**src/rtl/uart_mcu_host.sv**
```systemverilog
// -----------------------------------------------------------------------------
// uart_mcu_host
//
// Host-side transaction sequencer sitting in front of a byte-wide UART.
// Every accepted request sends a command byte followed by a data byte, leaving
// GAP_CYCLES idle cycles after each byte. Reads (commands 0x20..0x27 and
// 0x50..0x57) then wait up to TIMEOUT_CYCLES for one reply byte. Command 0x00
// is rejected with an error completion and nothing is transmitted.
//
// Parameters
//   TIMEOUT_CYCLES  cycles spent waiting for a reply before giving up (>= 1)
//   GAP_CYCLES      idle cycles inserted after each transmitted byte (>= 1)
//
// Ports
//   sys_clk         single clock
//   sys_rst         asynchronous, active-high reset
//   req_valid       request offered
//   req_ready       request can be accepted (high only in IDLE)
//   req_cmd         command byte, latched on acceptance
//   req_data        data byte, latched on acceptance
//   rsp_valid       one-cycle completion pulse
//   rsp_timeout     qualifies rsp_valid: a read got no reply in time
//   rsp_err         qualifies rsp_valid: the command was rejected
//   rsp_data        reply byte of the last read, held until the next completion
//   uart_en         one-cycle transmit strobe to the UART
//   uart_data_in    byte presented to the UART while uart_en is high
//   uart_tx_busy    UART is serialising a byte
//   uart_done       level from the UART; a rising edge means a byte arrived
//   uart_data_out   received byte from the UART
// -----------------------------------------------------------------------------
module uart_mcu_host #(
   parameter int TIMEOUT_CYCLES = 100000,
   parameter int GAP_CYCLES     = 16
) (
   input  logic       sys_clk,
   input  logic       sys_rst,
   input  logic       req_valid,
   output logic       req_ready,
   input  logic [7:0] req_cmd,
   input  logic [7:0] req_data,
   output logic       rsp_valid,
   output logic       rsp_timeout,
   output logic       rsp_err,
   output logic [7:0] rsp_data,
   output logic       uart_en,
   output logic [7:0] uart_data_in,
   input  logic       uart_tx_busy,
   input  logic       uart_done,
   input  logic [7:0] uart_data_out
);

   // State encoding kept as plain constants so the netlist stays readable in
   // older flows.
   localparam logic [3:0] S_IDLE     = 4'd0;
   localparam logic [3:0] S_TX_CMD   = 4'd1;
   localparam logic [3:0] S_WAIT_CMD = 4'd2;
   localparam logic [3:0] S_GAP_CMD  = 4'd3;
   localparam logic [3:0] S_TX_DAT   = 4'd4;
   localparam logic [3:0] S_WAIT_DAT = 4'd5;
   localparam logic [3:0] S_GAP_DAT  = 4'd6;
   localparam logic [3:0] S_WAIT_RSP = 4'd7;
   localparam logic [3:0] S_DONE     = 4'd8;

   // Terminal counts: the gap lasts GAP_CYCLES cycles (counts 0..GAP_CYCLES-1)
   // and the reply window lasts TIMEOUT_CYCLES cycles in the same way.
   localparam logic [15:0] GAP_LAST     = 16'(GAP_CYCLES - 1);
   localparam logic [31:0] TIMEOUT_LAST = 32'(TIMEOUT_CYCLES - 1);

   // ---------------------------------------------------------------------------
   // Registers
   // ---------------------------------------------------------------------------
   logic [3:0]  r_state;
   logic [7:0]  r_cmd;
   logic [7:0]  r_data;
   logic        r_is_read;
   logic        r_err;
   logic        r_timeout;
   logic [7:0]  r_rsp_data;
   logic [15:0] r_gap_cnt;
   logic [31:0] r_timeout_cnt;
   logic        r_busy_q;
   logic        r_done_q;

   // ---------------------------------------------------------------------------
   // Combinational helpers
   // ---------------------------------------------------------------------------
   logic [3:0]  w_state_next;
   logic        w_accept;
   logic        w_cmd_is_read;
   logic        w_busy_fall;
   logic        w_done_rise;
   logic        w_gap_last;
   logic        w_timeout_last;
   logic        w_in_gap;

   assign w_accept       = req_valid && (r_state == S_IDLE);
   // 0x20..0x27 and 0x50..0x57 share their upper five bits within each range.
   assign w_cmd_is_read  = (req_cmd[7:3] == 5'b00100) || (req_cmd[7:3] == 5'b01010);
   assign w_busy_fall    = r_busy_q && !uart_tx_busy;
   assign w_done_rise    = uart_done && !r_done_q;
   assign w_gap_last     = (r_gap_cnt == GAP_LAST);
   assign w_timeout_last = (r_timeout_cnt == TIMEOUT_LAST);
   assign w_in_gap       = (r_state == S_GAP_CMD) || (r_state == S_GAP_DAT);

   // ---------------------------------------------------------------------------
   // Next-state logic
   // ---------------------------------------------------------------------------
   // NOTE: the default assignment at the top of an always_comb block keeps every
   // path assigned, so no latch can be inferred for w_state_next.
   always_comb begin
      w_state_next = r_state;
      case (r_state)
         S_IDLE: begin
            if (w_accept) begin
               w_state_next = (req_cmd == 8'h00) ? S_DONE : S_TX_CMD;
            end
         end
         S_TX_CMD: begin
            if (!uart_tx_busy) w_state_next = S_WAIT_CMD;
         end
         S_WAIT_CMD: begin
            if (w_busy_fall) w_state_next = S_GAP_CMD;
         end
         S_GAP_CMD: begin
            if (w_gap_last) w_state_next = S_TX_DAT;
         end
         S_TX_DAT: begin
            if (!uart_tx_busy) w_state_next = S_WAIT_DAT;
         end
         S_WAIT_DAT: begin
            if (w_busy_fall) w_state_next = S_GAP_DAT;
         end
         S_GAP_DAT: begin
            if (w_gap_last) w_state_next = r_is_read ? S_WAIT_RSP : S_DONE;
         end
         S_WAIT_RSP: begin
            if (w_done_rise || w_timeout_last) w_state_next = S_DONE;
         end
         S_DONE: begin
            w_state_next = S_IDLE;
         end
         default: begin
            w_state_next = S_IDLE;
         end
      endcase
   end

   // ---------------------------------------------------------------------------
   // Sequential state, counters and captured values
   // ---------------------------------------------------------------------------
   // NOTE: all state is updated with non-blocking assignments so every register
   // samples the pre-edge values of the others, independent of statement order.
   always_ff @(posedge sys_clk or posedge sys_rst) begin
      if (sys_rst) begin
         r_state       <= S_IDLE;
         r_cmd         <= 8'h00;
         r_data        <= 8'h00;
         r_is_read     <= 1'b0;
         r_err         <= 1'b0;
         r_timeout     <= 1'b0;
         r_rsp_data    <= 8'h00;
         r_gap_cnt     <= 16'h0000;
         r_timeout_cnt <= 32'h0000_0000;
         r_busy_q      <= 1'b0;
      end else begin
         r_state  <= w_state_next;
         r_busy_q <= uart_tx_busy;

         // The gap counter restarts on every state change, so each gap state
         // always begins counting from zero.
         if (w_state_next != r_state) begin
            r_gap_cnt <= 16'h0000;
         end else if (w_in_gap) begin
            r_gap_cnt <= r_gap_cnt + 16'h0001;
         end

         case (r_state)
            S_IDLE: begin
               if (w_accept) begin
                  r_cmd     <= req_cmd;
                  r_data    <= req_data;
                  r_is_read <= w_cmd_is_read;
                  r_err     <= (req_cmd == 8'h00);
                  r_timeout <= 1'b0;
               end
            end
            S_GAP_DAT: begin
               if (w_gap_last) r_timeout_cnt <= 32'h0000_0000;
            end
            S_WAIT_RSP: begin
               // A reply arriving in the last window cycle still counts.
               if (w_done_rise) begin
                  r_rsp_data <= uart_data_out;
               end else if (w_timeout_last) begin
                  r_timeout  <= 1'b1;
                  r_rsp_data <= 8'h00;
               end else if (r_timeout_cnt != 32'hFFFF_FFFF) begin
                  r_timeout_cnt <= r_timeout_cnt + 32'h0000_0001;
               end
            end
            default: begin
            end
         endcase
      end
   end

   // Edge-detect history for uart_done. It deliberately has no reset: it keeps
   // following uart_done through reset, so a level that is already high when
   // reset releases is never mistaken for a fresh reply. Rises seen outside
   // WAIT_RSP are absorbed here and never reach rsp_data.
   // NOTE: a register that carries no state worth restoring is left out of the
   // reset branch; resetting it would create a false edge on release.
   always_ff @(posedge sys_clk) begin
      r_done_q <= uart_done;
   end

   // ---------------------------------------------------------------------------
   // Outputs
   // ---------------------------------------------------------------------------
   assign req_ready   = (r_state == S_IDLE);
   assign rsp_valid   = (r_state == S_DONE);
   assign rsp_timeout = rsp_valid && r_timeout;
   assign rsp_err     = rsp_valid && r_err;
   assign rsp_data    = r_rsp_data;

   // The strobe is only raised once the UART is idle; leaving the TX state on
   // that same cycle limits it to exactly one cycle.
   assign uart_en      = ((r_state == S_TX_CMD) || (r_state == S_TX_DAT)) && !uart_tx_busy;
   assign uart_data_in = (r_state == S_TX_CMD) ? r_cmd  :
                         (r_state == S_TX_DAT) ? r_data : 8'h00;

endmodule

```
**config.mk**
```make
export PLATFORM = sky130hd
export DESIGN_NAME = uart_mcu_host
export DESIGN_NICKNAME = d
export VERILOG_FILES = /design/src/rtl/uart_mcu_host.sv
export SDC_FILE = /design/constraint.sdc
export NUM_CORES = 1
export LEC_CHECK = 0
export ABC_AREA = 1
export CELL_PAD_IN_SITES_DETAIL_PLACEMENT = 1
export CELL_PAD_IN_SITES_GLOBAL_PLACEMENT = 2
export CORE_MARGIN = 5
export CORE_UTILIZATION = 23
export CTS_CLUSTER_SIZE = 40
export DETAILED_ROUTE_END_ITERATION = 6
export PLACE_DENSITY = 0.68
export SLEW_MARGIN = 10
export SYNTH_ARGS = -nofsm -noshare
export SYNTH_HDL_FRONTEND = slang
export SYNTH_SLANG_ARGS = --single-unit
export TNS_END_PERCENT = 50
```
**constraint.sdc**
```tcl
create_clock -name sys_clk -period 3.4 [get_ports sys_clk]
set_input_delay 0.51 -clock sys_clk [delete_from_list [all_inputs] [get_ports sys_clk]]
set_output_delay 0.51 -clock sys_clk [all_outputs]
set_load 0.1 [all_outputs]
```
# Yosys cells after proc, flatten, opt, wreduce, memory -nomap -nowiden
# Index checks and enable logic that the tools add are counted.
[word_totals]
word_cells = 81
mem_bits_ro = 0
latchBits = 0
mem_count = 0
ramBits = 0
ff_bits = 81
out_inout_bits = 21
in_bits = 29
[classes]
muxes = 26
n_addsub = 2
multipliers = 0
n_bitwise = 0
reduce_logical = 22
div_mod_pow = 0
n_lt_le_gt_ge = 0
eq_ne = 20
shifts = 0
[op_table]
columns = ["op", "n"]
rows = [
  ["$mux W32", 4],
  ["$pmux W32 S2", 1],
  ["$mux W4", 10],
  ["$add A32 B1 Y32 const B", 1],
  ["$eq A32 B17 Y1 const B", 1],
  ["$mux W16", 2],
  ["$mux W8", 4],
  ["$ne A32 B32 Y1 const B", 1],
  ["$pmux W4 S8", 1],
  ["$add A16 B1 Y16 const B", 1],
  ["$eq A16 B4 Y1 const B", 1],
  ["$eq A4 B3 Y1 const B", 4],
  ["$ne A2 B2 Y1 const B", 5],
  ["$eq A4 B2 Y1 const B", 2],
  ["$logic_not A8 Y1", 1],
  ["$reduce_bool A2 Y1", 4],
  ["$logic_and A1 B1 Y1", 6],
  ["$eq A5 B3 Y1 const B", 1],
  ["$eq A5 B4 Y1 const B", 1],
  ["$reduce_and A5 Y1", 1],
  ["$eq A4 B1 Y1 const B", 1],
  ["$eq A4 B4 Y1 const B", 1],
  ["$logic_not A4 Y1", 1],
  ["$logic_or A1 B1 Y1", 4],
  ["other kinds (7)", 11],
]

# Depth between registers and ports, before layout
[depth]
depth_word = 7
depth_mapped = 14
ltp_nobuf = 12

# Worst setup path before layout
# No wires, ideal clock.
[synth_path]
path_kind = "flip-flop to output port"
from = "register r_state[0]"
to = "output port uart_data_in[2]"
arrival_ns = 2.893
n_path_buf = 0
setup_slack_ns = -0.003
required_time_ns = 2.890
stages_incl_launch_ff = 5
cell_sequence = "dfrtp_1 > inv_1 > nor2_2 > nand2_2 > o21ai_0"
[synth_via]
elab_chain_cells = 3
elab_cells_between_ends = 4
cone_classes = "eq/ne: 2; mux: 2"
[synth_lines]
columns = ["element", "line_no", "source"]
rows = [
  ["from (decl)", "72", "logic [3:0] r_state;"],
  ["from (signal assigned)", "166", "r_state <= w_state_next;"],
  ["$eq A4 B3 Y1", "230", "(r_state == S_TX_DAT) ? r_data : 8'h00;"],
  ["$mux W8", "230", ""],
  ["$mux W8 (*)", "229", "assign uart_data_in = (r_state == S_TX_CMD) ? r_cmd :"],
  ["to (decl)", "46", "output logic [7:0] uart_data_in,"],
]
# Mark *: on every way between the ends. The rest lies on a longest branch, timed or not.

# Worst setup path in the final report
[layout_path]
from = "register r_state[1]"
to = "register r_timeout_cnt[15]"
[layout_via]
elab_chain_cells = 3
elab_cells_between_ends = 9
cone_classes = "eq/ne: 6; mux: 1; reduce/logical: 2"
[layout_lines]
columns = ["element", "line_no", "source"]
rows = [
  ["$eq A4 B3 Y1", "177", "case (r_state)"],
  ["$ne A2 B2 Y1 (no source line) or $reduce_bool A2 Y1 (tied branches)", "n/a", ""],
  ["$reduce_and A5 Y1 (no source line)", "n/a", ""],
  ["to (signal assigned)", "198", "r_timeout_cnt <= r_timeout_cnt + 32'h0000_0001;"],
  ["to (decl)", "80", "logic [31:0] r_timeout_cnt;"],
]
# Parallel ways exist; a longest one is shown, timed or not.
# A chain may end at the register's enable or synchronous reset.

==> results list <==
- Detailed route wirelength on metal3: 424 um
- The number of failing hold endpoints at the final stage was 0.
* Post-Route Setup TNS: 0 ns
- During placement, the flow inserted port buffers numbering 49.
* Number of distinct library cells after synthesis: 34
- DPL Wire Length: 11.0 mm
- Master of the slowest instance on the critical path: sky130_fd_sc_hd__nor2_2
* Total routing usage reported by global routing: 0.124
- Tmin final: 2.53 ns
* Number of inserted filler cells in the final layout: 2623
- Seq/Total Area, Yosys: 0.405
- At the pin with the least slew margin, the transition time is 1.00 ns.
* First-pass GRT wire length: 24.6 mm
- Final setup vio count: 0
- In this run the power density over the cells is 535 mW/mm2.
- The clock drives 81 sinks.
* Setup repair after global routing missed its margin: no
- From bottom edge to top edge, the die measures 157 um.
- STA classifies the critical path startpoint as a flip-flop.
* Antenna diode count: 0
* Post-route cell area: 0.00599 mm2
- Antenna Violating Nets Remaining: 0
- Synth Register Bits: 81
- In this run the tightest slew margin relative to its limit is 0.331.
- Detailed routing inserted a total of 4434 vias.
- Counting the buffers created by CTS gives 9.
- In this run, the number of DRC markers left after iteration 0 of detailed routing was 204.
- By area the synthesized netlist is led by sky130_fd_sc_hd__dfrtp_1 (40%), sky130_fd_sc_hd__nand2_1 (16%), sky130_fd_sc_hd__nor2_1 (7.0%).
* Vias in the first global route: 4849
- Total routed wirelength: 14.5 mm
- Number of max-cap violations: 0
* Cells after Synth: 687
* Kind of critical path: flip-flop to flip-flop
- Cell type contributing the most total cell area after synthesis: sky130_fd_sc_hd__dfrtp_1
- The net count of the finished layout is 762.
* Top metal layer carrying routed signals: met4
* Share of flip-flops with an asynchronous set or reset: 0.988
- Result of the run: completed
- Based on the critical path, the design can be clocked at up to 0.395 GHz.
- The number of gates resized after CTS was 0.
- Area Overhead vs Synth: 20.0%
* Crit path capture type: flip-flop
- In the final routed layout, each cell accounts on average for 14.3 um.
* Tightest hold margin: 0.487 ns
- The first detailed-routing pass ran for 4 iterations.
* CTS max path bufs: 2
- The H-tree generated during clock tree synthesis spans 3 levels.
- Yosys mapped a number of flops with a built-in enable equal to 0.
- CP required: 3.68 ns
* Initial antenna violation count: 0
* Initial cell density of the core: 0.235
- On the final layout, the worst clock skew is 0.00654 ns.
* Data arrival time of the worst path: 2.82 ns
- Number of nets produced by synthesis: 718
* Classification of the worst-slack hold path: flip-flop to flip-flop
* Cell class contributing the biggest share of worst-path delay: simple AND/OR/NAND/NOR gates
- On the worst path, the slowest cell contributes a delay of 0.51 ns.
- Number of hold buffers added after CTS: 0
* Clock tree from TritonCTS: done
- Ports placed on the boundary: 50
- The placed instances occupy a cell area of 0.00568 mm2.
* Placement row count: 53
- Floorplan die width: 157 um
- Portion of the clock cycle consumed by the worst path in the final layout: 0.744
- IR analysis of the VDD net gives a maximum drop of 423 uV.
- Clock-pin slew was measured on the worst setup and hold paths at 0.06 ns.
- Primary FF master, synth: sky130_fd_sc_hd__dfrtp_1
* Count of yosys warnings during synthesis: 0
* Area of the core region: 0.0212 mm2
- Of the post-synthesis cell area, the dominant cell type holds 0.401.
- Summing every instance area after synthesis gives 0.00499 mm2.
- The critical path goes through nand2_1 -> nor2_2 -> nand2_1 -> nand2_1 -> nand3_4 -> inv_2 -> nand3_1 -> nand2_1.
- Mean post-synth cell area: 7.26 um2
- Buffer count from post-CTS setup fixing: 0
- Fraction of layout instances using a drive strength above 1: 0.122
- Global placer's final weighted congestion: 0.807
- After detailed routing, the number of remaining DRC violations is 0.
* Leak: 2.55 nW
* Cell with the most instances on the worst path: sky130_fd_sc_hd__nand2_1
- Length of routed wiring on met1: 7.27 mm
- The max-slew violation count was 0.
- Die outline area: 0.0247 mm2
* Clock root buffer master: sky130_fd_sc_hd__clkbuf_16
* Clock network latency to the later pin of the worst-skew pair: 0.35 ns
* Buf/Inv on CP: 1
- Along the worst path, the maximum fanout reaches 48.
* Sum of met2 wire segment lengths after detailed routing: 6.61 mm
- Largest net degree at the start of global routing: 49
- Using the TritonRoute via totals, the vias-per-cell ratio works out to 4.39.
* Total congestion overflow: 0
-- through the flow --
| stage | utilization | power (mW) | cells | worst slack (ns) |
|---|---|---|---|---|
| floorplan | - | 2.00 | 687 | -0.00332 |
| global placement | 0.268 | 2.20 | 995 | 0.844 |
| detailed placement | 0.268 | 2.22 | 995 | 0.793 |
| CTS | 0.282 | 3.27 | 1011 | 0.784 |
| global route | 0.282 | 3.40 | 1011 | 0.525 |
| finish | 0.282 | 3.20 | 1011 | 0.869 |
-- flip-flops by register name (all words and copies together), names as in the netlist --
name           count
r_state            4
r_cmd              8
r_gap_cnt         16
rsp_data           8
r_err              1
r_data             8
r_is_read          1
r_done_q           1
r_timeout          1
r_busy_q           1
r_timeout_cnt     32
-- routing by layer --
metal | up-vias | global-route usage
met1 | 2127 | 0.172
met4 | 0 | 0.0369
met3 | 10 | 0.0253
li1 | 2251 | -
met5 | - | 0
met2 | 46 | 0.196
-- synth_stat cells (2+ instances only) --
cell	instances
sky130_fd_sc_hd__nor3_1	24
sky130_fd_sc_hd__nor2_4	13
sky130_fd_sc_hd__buf_6	5
sky130_fd_sc_hd__nor2_2	7
sky130_fd_sc_hd__buf_8	2
sky130_fd_sc_hd__clkbuf_1	9
sky130_fd_sc_hd__nand3_4	2
sky130_fd_sc_hd__nor2_1	93
sky130_fd_sc_hd__a21oi_1	3
sky130_fd_sc_hd__o21ai_1	4
sky130_fd_sc_hd__nand2_1	213
sky130_fd_sc_hd__o21ai_0	27
sky130_fd_sc_hd__or2_2	5
sky130_fd_sc_hd__inv_2	5
sky130_fd_sc_hd__ha_1	2
sky130_fd_sc_hd__nand3_1	60
sky130_fd_sc_hd__inv_1	57
sky130_fd_sc_hd__nand3b_1	2
sky130_fd_sc_hd__nand4_1	11
sky130_fd_sc_hd__xnor2_1	9
sky130_fd_sc_hd__dfrtp_1	80
sky130_fd_sc_hd__buf_2	4
sky130_fd_sc_hd__nand2_2	9
sky130_fd_sc_hd__xor2_1	23
sky130_fd_sc_hd__o21ai_2	8
sky130_fd_sc_hd__nand3_2	2
-- worst register-to-register path: stages (launching register included) --
cell                      delay (ns)
sky130_fd_sc_hd__dfrtp_1        0.48
sky130_fd_sc_hd__nand2_1        0.11
sky130_fd_sc_hd__nor2_2         0.51
sky130_fd_sc_hd__nand2_1        0.12
sky130_fd_sc_hd__nand2_1        0.12
sky130_fd_sc_hd__nand3_4        0.44
sky130_fd_sc_hd__inv_2          0.49
sky130_fd_sc_hd__nand3_1        0.12
sky130_fd_sc_hd__nand2_1        0.08
-- worst paths after layout --
check / from / depth (start not counted) / slack, ns / endpoint
worst max-delay path: r_state[1]$_DFF_PP0_ / 8 / 0.87 / r_timeout_cnt[15]$_DFFE_PP0P_
worst min-delay path: rsp_data[5]$_DFFE_PP0P_ / 2 / 0.49 / rsp_data[5]$_DFFE_PP0P_
worst max register to register: r_state[1]$_DFF_PP0_ / 8 / 0.87 / r_timeout_cnt[15]$_DFFE_PP0P_
worst min register to register: rsp_data[5]$_DFFE_PP0P_ / 2 / 0.49 / rsp_data[5]$_DFFE_PP0P_
max in group asynchronous: sys_rst / 3 / 2.11 / r_timeout_cnt[26]$_DFFE_PP0P_
min in group asynchronous: sys_rst / 2 / 0.57 / r_gap_cnt[11]$_DFFE_PP0P_
-- cell usage in the layout, fill, tap and decap left out, types with 13 or more instances in the layout --
cell and count:
sky130_fd_sc_hd__nand2_1 213, sky130_fd_sc_hd__nor2_1 93, sky130_fd_sc_hd__dfrtp_1 80, sky130_fd_sc_hd__nand3_1 60, sky130_fd_sc_hd__inv_1 56, sky130_fd_sc_hd__clkdlybuf4s50_1 36
sky130_fd_sc_hd__o21ai_0 27, sky130_fd_sc_hd__nor3_1 24, sky130_fd_sc_hd__xor2_1 23, sky130_fd_sc_hd__buf_4 18, sky130_fd_sc_hd__nor2_4 13
-- power breakdown --
group	internal [mW]	switching [mW]	total (mW)
Combinational	0.243	0.783	1.03
Clock	0.576	0.442	1.02
Sequential	1.08	0.0749	1.16
-- cell families (layout without fill, tap and decap cells) --
logic type      after synthesis  after routing  share of synthesized area
simple gates                442            442                      0.400
buf+inv                      85            134                     0.0815
flops                        81             81                      0.405
compound gates               45             45                     0.0526
xor+xnor                     32             32                     0.0562
fa+ha+maj                     2              2                    0.00501
-- area by class of cell --
type / instances / area [um2] / area share
Tap cell: 275 / 344 / 0.0575
Multi-Input combinational cell: 521 / 2560 / 0.428
Clock inverter: 7 / 78.8 / 0.0132
Timing Repair Buffer: 55 / 515 / 0.0861
Inverter: 63 / 240 / 0.0401
Clock buffer: 9 / 225 / 0.0376
Sequential cell: 81 / 2020 / 0.338
(Power assumes the default switching activity.)
